File: config.mk
export PLATFORM = sky130hd
export DESIGN_NAME = number_cruncher_n
export DESIGN_NICKNAME = d
export VERILOG_FILES = /design/src/rtl/number_cruncher_n.sv
export SDC_FILE = /design/constraint.sdc
export NUM_CORES = 1
export LEC_CHECK = 0
export CAP_MARGIN = 20
export CELL_PAD_IN_SITES_DETAIL_PLACEMENT = 0
export CELL_PAD_IN_SITES_GLOBAL_PLACEMENT = 1
export CORE_MARGIN = 10
export CORE_UTILIZATION = 40
export CTS_BUF_LIST = sky130_fd_sc_hd__clkbuf_16
export DETAILED_ROUTE_END_ITERATION = 8
export PLACE_DENSITY_LB_ADDON = 0.1
export SYNTH_ARGS = -nofsm -noshare
export SYNTH_HDL_FRONTEND = slang
export SYNTH_SLANG_ARGS = --single-unit
export TNS_END_PERCENT = 50
File: constraint.sdc
create_clock -name clk -period 2.4 [get_ports clk]
set_input_delay 0.72 -clock clk [delete_from_list [all_inputs] [get_ports clk]]
set_output_delay 0.72 -clock clk [all_outputs]
set_load 0.01 [all_outputs]
File: src/rtl/number_cruncher_n.sv
// Single-cycle accumulator CPU: A/B/O registers, carry/zero flags, conditional jumps,
// sticky halt and run/stall control, fetching from a combinational program memory.
module number_cruncher_n #(
   parameter int DATA_W = 4,
   parameter int PC_W   = 4
) (
   input  logic                  clk,
   input  logic                  rst_n,
   input  logic                  run,
   output logic [PC_W-1:0]       pc,
   input  logic [4+DATA_W-1:0]   instr,
   output logic [DATA_W-1:0]     out_data,
   output logic                  out_valid,
   output logic                  flag_c,
   output logic                  flag_z,
   output logic                  halted
);

   localparam int INSTR_W = 4 + DATA_W;

   typedef enum logic [3:0] {
      OP_NOP  = 4'h0,
      OP_LDA  = 4'h1,
      OP_LDB  = 4'h2,
      OP_ADD  = 4'h3,
      OP_SUB  = 4'h4,
      OP_MOVB = 4'h5,
      OP_OUT  = 4'h6,
      OP_JMP  = 4'h7,
      OP_JC   = 4'h8,
      OP_JZ   = 4'h9,
      OP_JNC  = 4'hA,
      OP_HLT  = 4'hB
   } opcode_t;

   logic [DATA_W-1:0] a_q;
   logic [DATA_W-1:0] b_q;

   opcode_t           op;
   logic [DATA_W-1:0] imm;
   logic [PC_W-1:0]   pc_inc;
   logic [PC_W-1:0]   jump_pc;
   logic [DATA_W:0]   sum;
   logic [DATA_W-1:0] diff;
   logic              ex;

   always_comb begin
      op      = opcode_t'(instr[INSTR_W-1 -: 4]);
      imm     = instr[DATA_W-1:0];
      pc_inc  = pc + PC_W'(1);
      jump_pc = imm[PC_W-1:0];
      sum     = {1'b0, a_q} + {1'b0, b_q};
      diff    = a_q - b_q;
      ex      = run & ~halted;
   end

   // NOTE: all architectural state lives in this one block and uses non-blocking
   // assignments, so every read below sees the value from before the current edge.
   always_ff @(posedge clk or negedge rst_n) begin
      if (!rst_n) begin
         pc        <= '0;
         a_q       <= '0;
         b_q       <= '0;
         out_data  <= '0;
         out_valid <= 1'b0;
         flag_c    <= 1'b0;
         flag_z    <= 1'b0;
         halted    <= 1'b0;
      end else begin
         // NOTE: default-low each edge makes out_valid a pulse that only OUT re-arms.
         out_valid <= 1'b0;
         if (ex) begin
            pc <= pc_inc;
            case (op)
               OP_LDA:  a_q <= imm;
               OP_LDB:  b_q <= imm;
               OP_ADD: begin
                  a_q    <= sum[DATA_W-1:0];
                  flag_c <= sum[DATA_W];
                  flag_z <= (sum[DATA_W-1:0] == '0);
               end
               OP_SUB: begin
                  a_q    <= diff;
                  flag_c <= (a_q >= b_q);
                  flag_z <= (a_q == b_q);
               end
               OP_MOVB: b_q <= a_q;
               OP_OUT: begin
                  out_data  <= a_q;
                  out_valid <= 1'b1;
               end
               OP_JMP:  pc <= jump_pc;
               OP_JC:   if (flag_c)  pc <= jump_pc;
               OP_JZ:   if (flag_z)  pc <= jump_pc;
               OP_JNC:  if (!flag_c) pc <= jump_pc;
               OP_HLT: begin
                  halted <= 1'b1;
                  pc     <= pc;
               end
               default: ;  // NOP and reserved opcodes only advance pc
            endcase
         end
      end
   end

endmodule
==> impl_metrics.json <==
{
  "wl_um": 3470,
  "crit_path_start_kind": "input port",
  "first_pass_iters": 4,
  "die_area_um2": 6200,
  "setup_viol": 0,
  "required_ns": 2.52,
  "syn_nets": 173,
  "p_int_uw": 1130,
  "p_leak_uw": 0.000819,
  "syn_area_per_cell_um2": 9.13,
  "wl_per_cell_um": 15.0,
  "timing.final.crit_period_ns": 2.22,
  "core_um2": 3340,
  "area_growth_pct": 31.3,
  "io_pins": 23,
  "hold_buffers": 0,
  "final_hold_viol_count": 0,
  "power.density_nw_per_um2": 1010,
  "initial_core_util": 0.413,
  "vias": 1218,
  "sw_frac_of_total": 0.384,
  "cts_buffers": 3,
  "power.total_uw": 1830,
  "vias_per_cell": 5.25,
  "cts_tree": "done",
  "cap_violations": 0,
  "clock_sinks": 20,
  "grt_setup_unrepaired": "no",
  "period_share": 0.925,
  "gr-total-overflow": 0,
  "cts_root_buffer": "clkbuf_16",
  "cp.arrival_ns": 2.34,
  "dp_hpwl_um": 2780,
  "tightest_slew_ns": 0.386,
  "power_frac_seq": 0.326,
  "post_cts_buffers": 0,
  "combinationalPowerShare": 0.484,
  "clk_pin_slew_ns": 0.06,
  "skew_ns": 0.00332,
  "io_buffers": 22,
  "vdd_drop_max_mv": 0.499,
  "seqCellArea_um2": 500,
  "placed_cells": 228,
  "synth.distinct_cells": 44,
  "num-fill-cells": 322,
  "cts_resized": 0,
  "multi_input_area_um2": 811,
  "ys_seq_elements": 20,
  "worst_setup_path_end_kind": "flip-flop",
  "max_slew_margin": 0.742,
  "clock_path_buffers": 2,
  "switchingPower_uw": 702,
  "yosys_warnings": 0,
  "clk_latency_ns": 0.25,
  "yosysSeqAreaShare": 0.363,
  "final-max-slew-violation-count": 0,
  "rows": 21,
  "antenna_left": 0,
  "grt_pass1_vias": 1215,
  "syn-cell-area_um2": 1380,
  "synthCells": 151,
  "dr.first_iter.drc_count": 88,
  "dieWidth_um": 78.7,
  "worstPathMaxFanout": 9,
  "stdcell_count": 232,
  "gp_congestion": 0.839,
  "nNetsFinal": 209,
  "pwr-share-clk": 0.189,
  "status": "completed",
  "fp.dieH_um": 78.7,
  "fmax_ghz": 0.450,
  "critical_path_class": "input port to flip-flop",
  "layout_common_cells": "22 x nand2_1, 22 x clkdlybuf4s50_1, 20 x dfrtp_1",
  "hold_path.class": "flip-flop to flip-flop",
  "worstHoldStart": "halted",
  "grt_max_degree": 21,
  "startpoint": "instr[5]",
  "diodes": 0,
  "layout-drive-gt1-share": 0.129,
  "drcViolationCount": 0,
  "cts_max_level": 1,
  "grt_pass1_wl_um": 5800,
  "reg2reg_from": "a_q[2]",
  "grt.total_usage": 0.114,
  "antenna_found_initial": 0
}
state kept, by name, summed over array words and instances, names as in the netlist:
name	cells
flag_c	1
flag_z	1
out_data	4
a_q	4
out_valid	1
pc	4
b_q	4
halted	1
through the flow:
stage	area, um2	hold slack [ns]	setup TNS, ns	util	setup WS, ns
final	1810	0.469	0	0.543	0.180
after global routing	1810	0.484	0	0.543	0.0657
after CTS	1810	0.472	0	0.543	0.186
after detailed placement	1730	0.459	-0.295	0.519	-0.0626
after global placement	1730	0.450	-0.0772	0.519	-0.0389
after floorplan	1380	0.424	0	-	0.440
power groups by stage:
stage	clock (uW)	combinational, uW	sequential [uW]
floorplan	0	534	608
global placement	0	871	597
detailed placement	0	886	604
CTS	352	890	600
global route	366	991	629
finish	346	886	596
cells by family (layout without fill, tap and decap cells):
kind of cell | count (synthesis) | in the layout | synth area share
xor+xnor | 4 | 4 | 0.0254
compound gates | 36 | 36 | 0.163
buf+inv | 15 | 50 | 0.0490
mux | 8 | 8 | 0.0599
simple gates | 57 | 57 | 0.229
flops | 20 | 20 | 0.363
fa+ha+maj | 11 | 11 | 0.111
worst max-delay path, stage by stage:
cell and delay (ns):
clkdlybuf4s50_1 0.52, buf_4 0.19, and4bb_2 0.29, nor2_1 0.08
buf_4 0.16, a221oi_1 0.27, o21ai_0 0.11
cell usage after synthesis (all sizes together):
library cell | number | area, um2
a211oi | 1 | 7.51
a21o | 2 | 15.0
a21oi | 5 | 25.0
a221o | 1 | 10.0
a221oi | 2 | 17.5
a22oi | 2 | 15.0
a32oi | 1 | 8.76
and3 | 2 | 12.5
and4bb | 1 | 12.5
buf | 3 | 21.3
clkbuf | 2 | 8.75
dfrtp | 20 | 500
fa | 2 | 40.0
ha | 9 | 113
inv | 10 | 37.5
mux2 | 2 | 22.5
mux2i | 6 | 60.1
nand2 | 22 | 82.6
nand2b | 3 | 18.8
nand3 | 3 | 15.0
nand3b | 1 | 7.51
nand4 | 3 | 18.8
nand4b | 1 | 8.76
nor2 | 9 | 33.8
nor2b | 1 | 6.26
nor3 | 1 | 5.00
nor3b | 1 | 12.5
nor4b | 1 | 23.8
o211ai | 1 | 7.51
o21a | 1 | 7.51
o21ai | 16 | 80.1
o221ai | 1 | 8.76
o22ai | 2 | 12.5
o32a | 1 | 10.0
or2 | 2 | 12.5
or2b | 2 | 15.0
or3 | 4 | 30.0
xnor2 | 1 | 8.76
xor2 | 3 | 26.3
layout make-up:
type,instances,area share
clock buffers,3,0.0415
clock inverters,1,0.00207
inverters,10,0.0207
multi-input cells,116,0.448
flip-flops and latches,20,0.276
well taps,46,0.0318
repair buffers,36,0.180
layer usage:
| metal | GRT usage | routed length [um] | vias up |
|---|---|---|---|
| li1 | - | - | 604 |
| met3 | 0.0349 | 132 | 2 |
| met5 | 0 | 0 | - |
| met2 | 0.188 | 1670 | 16 |
| met1 | 0.144 | 1650 | 596 |
| met4 | 0.0215 | 22 | 0 |
final timing paths:
check,end,slack [ns],depth (start not counted)
min reg2reg,halted,0.47,1
min in group asynchronous,pc[0],0.82,2
max,a_q[1],0.18,7
max reg2reg,flag_z,0.38,6
min,halted,0.47,1
max in group asynchronous,a_q[1],1.37,2
(Power assumes the default switching activity.)
